--- src/rtl/int_ctrl_vec.sv ---
// int_ctrl_vec: vectored interrupt controller.
// Collects level requests into a pending register, arbitrates eligible lines
// by fixed priority (lowest index wins), walks a CSR save sequence
// (mepc, mcause, mstatus), then redirects fetch to the handler. Also performs
// the mret mstatus restore and redirect back to mepc. All outputs are
// registered and decoded from the next state, so they line up with the
// current state and clear asynchronously on reset.

module int_ctrl_vec #(
   parameter int          INT_NUM      = 8,
   parameter int          DATA_W       = 16,
   parameter int          ADDR_W       = 16,
   parameter int          VECTORED     = 1,
   parameter int          VEC_STRIDE   = 4,
   parameter int          CAUSE_BASE   = 16,
   parameter int unsigned MSTATUS_ADDR = 32'h0000_0300,
   parameter int unsigned MEPC_ADDR    = 32'h0000_0341,
   parameter int unsigned MCAUSE_ADDR  = 32'h0000_0342
) (
   input  logic               clk,
   input  logic               rst,
   input  logic [INT_NUM-1:0] int_req,
   input  logic [INT_NUM-1:0] csr_mie,
   input  logic               global_int_en,
   input  logic               mret_flag,
   input  logic [ADDR_W-1:0]  inst_addr,
   input  logic               jump_flag,
   input  logic [ADDR_W-1:0]  jump_addr,
   input  logic [DATA_W-1:0]  csr_mtvec,
   input  logic [DATA_W-1:0]  csr_mepc,
   input  logic [DATA_W-1:0]  csr_mstatus,
   output logic               hold_flag_int,
   output logic               csr_we,
   output logic [ADDR_W-1:0]  csr_waddr,
   output logic [DATA_W-1:0]  csr_wdata,
   output logic               int_assert,
   output logic [ADDR_W-1:0]  int_addr,
   output logic [INT_NUM-1:0] int_ack
);

   localparam int IDX_W = (INT_NUM > 32'sd1) ? $clog2(INT_NUM) : 1;

   typedef enum logic [2:0] {
      IDLE        = 3'd0,
      SAVE_EPC    = 3'd1,
      SAVE_CAUSE  = 3'd2,
      SAVE_STATUS = 3'd3,
      JUMP        = 3'd4,
      MRET_ST     = 3'd5,
      MRET_JMP    = 3'd6
   } state_t;

   // mstatus on trap entry: MPIE takes the old MIE, MIE is cleared.
   function automatic logic [DATA_W-1:0] trap_status(input logic [DATA_W-1:0] s);
      logic [DATA_W-1:0] r;
      r    = s;
      r[7] = s[3];
      r[3] = 1'b0;
      return r;
   endfunction

   // mstatus on mret: MIE takes MPIE back, MPIE is set.
   function automatic logic [DATA_W-1:0] mret_status(input logic [DATA_W-1:0] s);
      logic [DATA_W-1:0] r;
      r    = s;
      r[3] = s[7];
      r[7] = 1'b1;
      return r;
   endfunction

   // mcause value: interrupt flag in the MSB, CAUSE_BASE + idx below it.
   function automatic logic [DATA_W-1:0] cause_word(input logic [IDX_W-1:0] idx);
      logic [DATA_W-1:0] r;
      r = DATA_W'(CAUSE_BASE) + DATA_W'(idx);
      r[DATA_W-1] = 1'b1;
      return r;
   endfunction

   // Handler address, wrapping modulo 2^ADDR_W.
   function automatic logic [ADDR_W-1:0] vec_target(input logic [DATA_W-1:0] base,
                                                    input logic [IDX_W-1:0]  idx);
      logic [31:0] off;
      off = (VECTORED != 32'sd0) ? (32'(idx) * 32'(VEC_STRIDE)) : 32'd0;
      return ADDR_W'(32'(base) + off);
   endfunction

   // One-hot decode of a line index.
   function automatic logic [INT_NUM-1:0] onehot(input logic [IDX_W-1:0] idx);
      logic [INT_NUM-1:0] r;
      for (int i = 0; i < INT_NUM; i++) begin
         r[i] = (IDX_W'(i) == idx);
      end
      return r;
   endfunction

   state_t              state_q, state_d;
   logic [INT_NUM-1:0]  pending_q, pending_d;
   logic [IDX_W-1:0]    idx_q, idx_d;
   logic [ADDR_W-1:0]   epc_q, epc_d;
   logic [DATA_W-1:0]   status_q, status_d;

   logic                hold_q, hold_d;
   logic                we_q, we_d;
   logic [ADDR_W-1:0]   waddr_q, waddr_d;
   logic [DATA_W-1:0]   wdata_q, wdata_d;
   logic                assert_q, assert_d;
   logic [ADDR_W-1:0]   iaddr_q, iaddr_d;
   logic [INT_NUM-1:0]  ack_q, ack_d;

   logic [INT_NUM-1:0]  eligible_s;
   logic [IDX_W-1:0]    win_idx_s;
   logic                accept_s;

   // Fixed-priority arbitration over enabled pending lines, lowest index wins.
   always_comb begin
      eligible_s = pending_q & csr_mie;
      win_idx_s  = {IDX_W{1'b0}};
      for (int i = INT_NUM - 1; i >= 0; i--) begin
         if (eligible_s[i]) begin
            win_idx_s = IDX_W'(i);
         end else begin
            win_idx_s = win_idx_s;
         end
      end
      accept_s = (state_q == IDLE) && global_int_en && (|eligible_s) && !mret_flag;
   end

   // Next-state logic plus pending/context capture at acceptance.
   always_comb begin
      state_d   = state_q;
      pending_d = pending_q | int_req;
      idx_d     = idx_q;
      epc_d     = epc_q;
      status_d  = status_q;
      case (state_q)
         IDLE: begin
            if (mret_flag) begin
               state_d = MRET_ST;
            end else if (accept_s) begin
               state_d   = SAVE_EPC;
               idx_d     = win_idx_s;
               epc_d     = jump_flag ? jump_addr : inst_addr;
               status_d  = csr_mstatus;
               pending_d = (pending_q | int_req) & ~onehot(win_idx_s);
            end else begin
               state_d = IDLE;
            end
         end
         SAVE_EPC:    state_d = SAVE_CAUSE;
         SAVE_CAUSE:  state_d = SAVE_STATUS;
         SAVE_STATUS: state_d = JUMP;
         JUMP:        state_d = IDLE;
         MRET_ST:     state_d = MRET_JMP;
         MRET_JMP:    state_d = IDLE;
         default:     state_d = IDLE;
      endcase
   end

   // Output decode from the next state so registered outputs match the state.
   always_comb begin
      hold_d   = (state_d != IDLE);
      we_d     = 1'b0;
      waddr_d  = {ADDR_W{1'b0}};
      wdata_d  = {DATA_W{1'b0}};
      assert_d = 1'b0;
      iaddr_d  = {ADDR_W{1'b0}};
      ack_d    = {INT_NUM{1'b0}};
      case (state_d)
         IDLE: begin
            hold_d = 1'b0;
         end
         SAVE_EPC: begin
            we_d    = 1'b1;
            waddr_d = ADDR_W'(MEPC_ADDR);
            wdata_d = DATA_W'(epc_d);
            ack_d   = onehot(idx_d);
         end
         SAVE_CAUSE: begin
            we_d    = 1'b1;
            waddr_d = ADDR_W'(MCAUSE_ADDR);
            wdata_d = cause_word(idx_d);
         end
         SAVE_STATUS: begin
            we_d    = 1'b1;
            waddr_d = ADDR_W'(MSTATUS_ADDR);
            wdata_d = trap_status(status_d);
         end
         JUMP: begin
            assert_d = 1'b1;
            iaddr_d  = vec_target(csr_mtvec, idx_d);
         end
         MRET_ST: begin
            we_d    = 1'b1;
            waddr_d = ADDR_W'(MSTATUS_ADDR);
            wdata_d = mret_status(csr_mstatus);
         end
         MRET_JMP: begin
            assert_d = 1'b1;
            iaddr_d  = ADDR_W'(csr_mepc);
         end
         default: begin
            hold_d = 1'b0;
         end
      endcase
   end

   // State, context and output registers; reset aborts any sequence at once.
   always_ff @(posedge clk or posedge rst) begin
      if (rst) begin
         state_q   <= IDLE;
         pending_q <= {INT_NUM{1'b0}};
         idx_q     <= {IDX_W{1'b0}};
         epc_q     <= {ADDR_W{1'b0}};
         status_q  <= {DATA_W{1'b0}};
         hold_q    <= 1'b0;
         we_q      <= 1'b0;
         waddr_q   <= {ADDR_W{1'b0}};
         wdata_q   <= {DATA_W{1'b0}};
         assert_q  <= 1'b0;
         iaddr_q   <= {ADDR_W{1'b0}};
         ack_q     <= {INT_NUM{1'b0}};
      end else begin
         state_q   <= state_d;
         pending_q <= pending_d;
         idx_q     <= idx_d;
         epc_q     <= epc_d;
         status_q  <= status_d;
         hold_q    <= hold_d;
         we_q      <= we_d;
         waddr_q   <= waddr_d;
         wdata_q   <= wdata_d;
         assert_q  <= assert_d;
         iaddr_q   <= iaddr_d;
         ack_q     <= ack_d;
      end
   end

   assign hold_flag_int = hold_q;
   assign csr_we        = we_q;
   assign csr_waddr     = waddr_q;
   assign csr_wdata     = wdata_q;
   assign int_assert    = assert_q;
   assign int_addr      = iaddr_q;
   assign int_ack       = ack_q;

endmodule

--- config.mk ---
export PLATFORM = sky130hd
export DESIGN_NAME = int_ctrl_vec
export DESIGN_NICKNAME = d
export VERILOG_FILES = /design/src/rtl/int_ctrl_vec.sv
export SDC_FILE = /design/constraint.sdc
export NUM_CORES = 1
export LEC_CHECK = 0
export ABC_AREA = 1
export CAP_MARGIN = 20
export CORE_MARGIN = 2
export CORE_UTILIZATION = 43
export DETAILED_ROUTE_END_ITERATION = 10
export PLACE_DENSITY = 0.81
export SYNTH_ARGS = -nofsm -noshare
export SYNTH_HDL_FRONTEND = slang
export SYNTH_SLANG_ARGS = --single-unit
export TNS_END_PERCENT = 5
--- constraint.sdc ---
create_clock -name clk -period 2.8 [get_ports clk]
set_input_delay 0.56 -clock clk [delete_from_list [all_inputs] [get_ports clk]]
set_output_delay 0.56 -clock clk [all_outputs]
set_load 0.01 [all_outputs]
* Yosys cells after proc, flatten, opt, wreduce, memory -nomap -nowiden *
Cells that the tools add are included.

operators by class
  add/subtract/negate cells = 2
  reductions and logical operators = 14
  bitwise logic cells = 5
  mux-type cells = 31
  equal/unequal tests = 24

operators by type and width
  operator               number
  $mux W16               7
  $pmux W16 S4           1
  $mux W3                12
  $mux W8                4
  $pmux W16 S2           1
  $pmux W10 S3           1
  $eq A3 B3 Y1 const A   8
  $add A16 B5 Y16        1
  $and A8 B8 Y8          2
  $pmux W3 S5            1
  $eq A2 B3 Y1 const A   4
  $eq A3 B2 Y1 const B   4
  $eq A3 B3 Y1 const B   4
  $logic_not A3 Y1       3
  $not A8 Y8             1
  $or A8 B8 Y8           1
  $reduce_or A8 Y1       1
  $add A5 B3 Y6 const A  1
  $eq A1 B3 Y1 const A   2
  $eq A3 B1 Y1 const B   2
  $reduce_or A6 Y1       1
  $mux W1                4
  $reduce_or A2 Y1       2
  $reduce_or A4 Y1       1
  5 further kinds        7

storage, ports and cells
  word-level logic and storage cells = 89
  input port bits = 101
  output and inout port bits = 59
  bits in registers = 105

* Longest topological paths before layout *
Gate-level depths: netlist of the first run.

  depth in word-level cells = 15
  mapped depth = 19
  gate-level depth less buffers = 19

* Least setup slack after synthesis of the first run *
Ideal clock, no wire load.

  path kind = input to register
  from = in csr_mie[0]
  to = reg iaddr_q[12], in the netlist int_addr[12]
  arrival = 2503 ps
  slack = 175 ps
  stages on the path = 17
  library setup time = 122 ps
  path buffers = 0
  required time = 2678 ps
  path through = nand2_1 nand2_1 nor2_1 nand2_1 nand2_2 nor2_8 nand3_2 nand2_1 ha_1 fa_1 nand2_1 a21oi_2 nand4_1 nor2_1 nand3_1 nand2_1 o21ai_1

between the ends
  longest elaborated chain between the ends = 9
  elaborated cells between the ends (all ways) = 15
  those cells by class = add/sub (1); eq/ne (2); mux (8); bitwise (1); reduce/logical (3)

RTL lines
  what                               RTL line  text
  start, declared                    23        input logic [INT_NUM-1:0] csr_mie,
  $and A8 B8 Y8 *                    116       eligible_s = pending_q & csr_mie;
  $reduce_or A8 Y1                   125       accept_s = (state_q == IDLE) && global_int_en && (|eligible_s) && !mret_flag;
  $logic_and A1 B1 Y1 (2 in series)  125
  $mux W3 *                          139       end else if (accept_s) begin
  $mux W3 *                          137       if (mret_flag) begin
  $mux W3 *                          135       case (state_q)
  via idx_d[0]                       98        logic [IDX_W-1:0] idx_q, idx_d;
  $add A16 B5 Y16 *                  84        return ADDR_W'(32'(base) + off);
  $pmux W16 S2 *                     168       case (state_d)
  via iaddr_d[12]                    107       logic [ADDR_W-1:0] iaddr_q, iaddr_d;
  end signal, assigned               220       iaddr_q <= {ADDR_W{1'b0}};
  end signal, assigned               233       iaddr_q <= iaddr_d;
  end, declared                      107

Mark *: on every way through the listed nets, which the timed path passes. The rest lies on a longest branch.
A chain may end at the register's enable or synchronous reset.

* Worst setup path after layout of the first run *
  from = in csr_mie[2]
  to = reg iaddr_q[6], in the netlist int_addr[6]

between the ends
  longest elaborated chain between the ends = 9
  elaborated cells between the ends (all ways) = 17
  those cells by class = add/sub (1); eq/ne (2); mux (10); bitwise (1); reduce/logical (3)

RTL lines
  what                                                          RTL line
  $and A8 B8 Y8 *                                               116
  $mux W3 or $reduce_or A8 Y1 (tied branches)                   119, 125
  $mux W3 or $logic_and A1 B1 Y1 (tied branches) (2 in series)  119, 125
  $mux W3 *                                                     139
  $mux W3 *                                                     137
  $mux W3 *                                                     135
  via idx_d[0]                                                  98
  $add A16 B5 Y16 *                                             84
  $pmux W16 S2 *                                                168
  via iaddr_d[6]                                                107

Marked as above.

==> results of run 1 <==
-- layer usage --
layer,vias up,part of all wire (%),wire length (um)
li1,1792,-,-
met2,142,50,5287
met4,0,1.4,150
met5,-,0,0
met3,11,5.8,607
met1,1715,42,4432
-- worst max-delay path by stage --
| stage | startpoint | end | slack, ns | cells after the start |
|---|---|---|---|---|
| after global routing | csr_mie[7] | int_addr[8] | -0.06 | 21 |
| after floorplan | csr_mie[0] | int_addr[12] | 0.17 | 17 |
| final | csr_mie[2] | int_addr[6] | 0.08 | 17 |
| after CTS | csr_mie[6] | int_addr[12] | -0.01 | 18 |
| after global placement | csr_mie[1] | int_addr[12] | -0.20 | 18 |
| after detailed placement | csr_mie[0] | int_addr[6] | -0.34 | 16 |
-- power breakdown --
| group | switching, W | internal (W) |
|---|---|---|
| combinational | 0.000995 | 0.00102 |
| clock | 0.000410 | 0.000526 |
| sequential | 0.000144 | 0.00147 |
-- flip-flops by register name, summed over array words and instances, names as in the netlist --
register       cells
hold_flag_int      1
csr_waddr          4
int_addr          16
status_q          15
idx_q              3
pending_q          8
int_assert         1
int_ack            8
state_q            3
csr_wdata         16
-- kinds of logic after synthesis --
| group | Yosys count | share of synthesized area, % |
|---|---|---|
| AND/OR/NAND/NOR | 213 | 24.30 |
| flip-flops | 75 | 48.92 |
| buffers and inverters | 99 | 11.71 |
| XOR/XNOR | 3 | 0.6851 |
| other | 1 | 0.09775 |
| AO/OA/AOI/OAI | 64 | 11.61 |
| adder cells (fa/ha/maj) | 4 | 1.500 |
| multiplexers | 4 | 1.174 |
-- synthesized netlist by cell type --
library cell and n:
xnor2_1 1, xor2_1 2, o21a_1 13, nor2_1 24, a22o_1 4, o21ai_0 11, nor2_4 1, buf_2 5
o211ai_1 24, fa_1 1, a31oi_1 1, nand4_1 7, inv_1 69, nand3_2 2, o21ai_1 1, conb_1 1
nor3_1 3, o31ai_1 2, inv_2 4, a21oi_2 1, dfrtp_1 75, ha_1 3, a21oi_1 5, nor2_8 1
nand3_1 33, buf_4 15, clkbuf_1 4, o21ai_2 1, nor3_2 1, mux2_2 4, a31o_2 1, nand2_1 130
and2_1 2, or2_2 5, nand2_2 3, nor2_2 1, buf_6 2
-- area by class of cell --
class                           instances  area share, %
Clock buffer                           10          2.363
Timing Repair Buffer                  174          29.21
Clock inverter                          6          1.525
Tap cell                              108          2.320
Sequential cell                        75          32.22
Inverter                               73          4.725
Multi-Input combinational cell        299          27.64
-- per-stage QoR --
stage	instances	cell area [um^2]	util, %	power [W]	TNS, ns
global placement	728	5529	63.71	0.003537	-1.336
CTS	744	5761	66.38	0.004545	-0.01017
finish	745	5826	67.13	0.004559	0
floorplan	473	3874	-	0.002637	0
global route	745	5826	67.13	0.004849	-0.2128
detailed placement	728	5529	63.71	0.003601	-2.492
-- worst max-delay path, stage by stage --
cell and delay (ns):
clkdlybuf4s50_1 0.43, nand2_2 0.10, nand2_2 0.08, nor2_4 0.15, nand2_2 0.11, nand2_4 0.11, nor2_8 0.04, nand3_2 0.11
nand2_2 0.07, ha_2 0.19, fa_2 0.34, nand2_1 0.09, a21oi_2 0.06, buf_4 0.14, buf_12 0.12, xor2_1 0.13
o21ai_1 0.14
-- timing repair --
action / in CTS / in global routing
setup endpoints to repair: 2 / 10
buffers inserted: 0 / 1
pin swaps: 1 / 5
gates resized for setup: 3 / 19
==> results_dict.tcl, run 1 <==
set metrics [dict create \
    cts_buffer_depth 2 \
    fill_cells 685 \
    multi_input_area_um2 1610 \
    antenna_left 0 \
    hold_violations 0 \
    gp_congestion 0.7970 \
    min_from "status_q[15]" \
    whs_ns 0.4939 \
    initial_core_util_pct 44.20 \
    post-route-min-period_ns 2.720 \
    r2r_cells 14 \
    busiest_layer "met2" \
    reg2reg_from "state_q[2]" \
    syn_to_final_growth_pct 51.86 \
    use_met2_pct 37.36 \
    htreeDepth 3 \
    worstPathRequired_ns 3.06 \
    insertion_delay_ns 0.35 \
    register_area_um2 1877 \
    cts_made_buffers 9 \
    cp.arrival_ns 2.98 \
    grt_pass1_wl_um 17020 \
    drt_iter0_drc 129 \
    timing.slew.headroom_pct 60.54 \
    yosysSeqAreaShare_pct 48.92 \
    layout-drive-gt1-share_pct 13.34 \
    hp-class "reg -> reg" \
    dieArea_um2 9692 \
    synth_top_area_cell "dfrtp_1" \
    power_density_nw_per_um2 782.5 \
    coreArea_um2 8678 \
    clock_sinks 75 \
    crit_fanout 5 \
    synthCells 463 \
    synthDominantCellAreaShare_pct 48.92 \
    grt_max_degree 76 \
    r2r-end "int_addr[6]" \
    layout_common_cells "148 x clkdlybuf4s50_1, 121 x nand2_1, 75 x dfrtp_1" \
    dp_hpwl_um 7625 \
    fin_skew_ns 0.01214 \
    crit_type "in -> reg" \
    synth.top_cells.by_area "dfrtp_1 49%, nand2_1 13%, inv_1 6.8%" \
    clk_pin_slew_ns 0.07 \
    syn_avg_cell_area_um2 8.285 \
    finalWorstSetupSlack_ns 0.07975 \
    tightest_slew_ns 0.5901 \
    io_buffers 148 \
    irDropWorstVdd_mv 0.3410 \
    wire_per_inst_um 14.06 \
    postCtsHoldBufs 0 \
    wirelength_um 10480 \
    grt_use_total_pct 21.74 \
    ys_types 37 \
    ys_ff_latch 75 \
    rrSetupSlack_ns 0.30 \
    grt_antenna_before_repair 0 \
    post-place-ws_ns -0.3445 \
    syn-cell-area_um2 3836 \
    slew_violations 0 \
    ys_warn_count 0 \
    finalNetCount 737 \
    grt_util_met3_pct 3.333 \
    timing.fmax_mhz 367.6 \
    outcome "finished, final reports clean" \
    grt_use_met1_pct 28.15 \
    grt-ovfl-total 0 \
    n_antenna_cell 0 \
    rows 34 \
    hold-path-endpoint "status_q[15]" \
    start_kind "primary input" \
    post-route-drc-count 0 \
    period_share_pct 97.15 \
    die_x_um 98.45 \
    ios 160 \
    dieHeight_um 98.45 \
    p_leak_nw 2.769 \
    clockRootBuffer "clkbuf_8" \
    grt_pass1_vias 3686 \
    setup_viol 0 \
    hold_depth 1 \
    drt_first_pass_iters 4 \
    vias_per_cell 4.913 \
    cts_tree "built" \
    end_kind "flip-flop" \
    via_count 3660 \
    layout_commonest_cell "clkdlybuf4s50_1" \
    max-cap-violations 0 \
]
Power figures use the tool's default switching activity.
==> run 2: changes to the inputs <==
- GPL_ROUTABILITY_DRIVEN: unset -> 0
- SKIP_CTS_REPAIR_TIMING: unset -> 1
==> run 2 against run 1 <==
Combinational power is essentially flat. Non-clock buffer count is 3 higher. Global-route usage about the same. Hold slack about the same.
==> results_dict.tcl, run 2 (synthesized netlist as in run 1, its figures left out) <==
set metrics [dict create \
    start_kind "primary input" \
    initial_core_util_pct 44.20 \
    startpoint "csr_mie[1]" \
    irDropWorstVdd_mv 0.3276 \
    cts_tree "built" \
    p_int_w 0.003017 \
    final_cells 748 \
    crit_top_cell "nand2_2" \
    grt_max_degree 76 \
    dieArea_um2 9692 \
    p_leak_nw 2.778 \
    dp_cells 728 \
    fill_cells 672 \
    power.switching_w 0.001556 \
    max-cap-violations 0 \
    io_buffers 148 \
    grt-ovfl-total 0 \
    clock_sinks 75 \
    setup_viol 0 \
    layout_common_cells "148 x clkdlybuf4s50_1, 121 x nand2_1, 75 x dfrtp_1" \
    period_share_pct 97.82 \
    slew_violations 0 \
    crit_type "in -> reg" \
    cp_top_family "simple AND/OR/NAND/NOR gates" \
    tns_ns 0 \
    dp_hpwl_um 7625 \
    post-route-min-period_ns 2.739 \
    power_density_nw_per_um2 782.1 \
    finalWorstSetupSlack_ns 0.06097 \
    rrSetupSlack_ns 0.27 \
    layout-drive-gt1-share_pct 13.75 \
    outcome "finished, final reports clean" \
    grt_util_met3_pct 3.333 \
    post-place-ws_ns -0.3445 \
    grt_pass1_wl_um 17010 \
    wire_per_inst_um 14.11 \
    use_met2_pct 37.36 \
    cts_buffer_depth 2 \
    share_comb_of_total_power_pct 44.3 \
    cts_made_buffers 9 \
    fin_skew_ns 0.009773 \
    rows 34 \
    crit_fanout 5 \
    timing.slew.headroom_pct 60.57 \
    drt_iter0_drc 159 \
    post-route-drc-count 0 \
    r2r-end "int_addr[12]" \
    n_antenna_cell 0 \
    path_buf_inv 3 \
    dieHeight_um 98.45 \
    layout_commonest_cell "clkdlybuf4s50_1" \
    swShare_pct 34.03 \
    end_kind "flip-flop" \
    worstPathRequired_ns 3.05 \
    clockRootBuffer "clkbuf_8" \
    vias_per_cell 4.959 \
    clk_pin_slew_ns 0.07 \
    path_depth 17 \
    finalNetCount 740 \
    drt_first_pass_iters 4 \
    hold_depth 1 \
    tightest_slew_ns 0.5896 \
    grt_antenna_before_repair 0 \
    cp.arrival_ns 2.99 \
    via_count 3709 \
    r2r_cells 14 \
    reg2reg_from "state_q[2]" \
    htreeDepth 3 \
    busiest_layer "met2" \
    grt_use_met1_pct 28.10 \
    crit_chain "clkdlybuf4s50_1 > nand2_1 > nand2_2 > nor2_4 > nand2_2 > nand2_4 > nor2_8 > nand3_2 > nand2_2 > ha_4 > fa_2 > nand2_1 > a21oi_2 > buf_4 > buf_12 > xor2_1 > o21ai_1" \
    setup.worst_path.end "int_addr[6]" \
    total_power_w 0.004574 \
    hold_violations 0 \
    wirelength_um 10550 \
    grt_use_total_pct 21.72 \
    ios 160 \
    die_x_um 98.45 \
    grt_pass1_vias 3682 \
    pwr-share-clk_pct 20.5 \
    insertion_delay_ns 0.34 \
    timing.fmax_mhz 365.1 \
    syn_to_final_growth_pct 52.45 \
    seqPwrFrac_pct 35.2 \
    coreArea_um2 8678 \
    antenna_left 0 \
    cp_slowest_cell "clkdlybuf4s50_1" \
    crit_path_max_incr_delay_ns 0.40 \
    hp-class "reg -> reg" \
]
[run 2: layer usage]
layer	up-vias	part of all wire, %	wire length, um
met4	0	1.2	127
met1	1759	42	4422
met2	147	51	5403
met5	-	0	0
met3	8	5.7	598
li1	1795	-	-
[run 2: worst min path at each step]
stage / from / slack, ns / end
2_1_floorplan: pending_q[0] / 0.45 / pending_q[0]
3_3_place_gp: pending_q[0] / 0.47 / pending_q[0]
3_5_place_dp: status_q[13] / 0.48 / status_q[13]
4_1_cts: status_q[14] / 0.50 / status_q[14]
5_1_grt: status_q[14] / 0.50 / status_q[14]
6_report: status_q[15] / 0.49 / status_q[15]
[run 2: area by class of cell]
class,count,area (um^2),share of cell area (%)
clock inverters,6,88.84,1.519
clock buffers,10,137.6,2.353
well taps,108,135.1,2.311
repair buffers,177,1724,29.48
inverters,73,275.3,4.707
multi-input cells,299,1610,27.54
flip-flops and latches,75,1877,32.09
[run 2: power groups by stage]
stage | clock (W) | combinational, W | sequential, W
floorplan | 0 | 0.000903 | 0.00173
global placement | 0 | 0.00192 | 0.00161
detailed placement | 0 | 0.00197 | 0.00163
CTS | 0.000950 | 0.00198 | 0.00161
global route | 0.000990 | 0.00223 | 0.00164
finish | 0.000937 | 0.00203 | 0.00161
[run 2: worst reg2reg max path, delay by kind of cell (launching register included)]
family,cells,cell delay (ns)
adders and majority gates,1,0.37
AOI/OAI and AO/OA,3,0.32
and+or+nand+nor,10,1.30
DFF,1,0.44
[run 2: per-stage QoR]
stage               hold WS [ns]  instance area [um^2]  utilization [%]
CTS                       0.4975                  5756            66.32
global placement          0.4681                  5529            63.71
floorplan                 0.4532                  3874                -
detailed placement        0.4809                  5529            63.71
finish                    0.4938                  5848            67.39
global route              0.5046                  5848            67.39
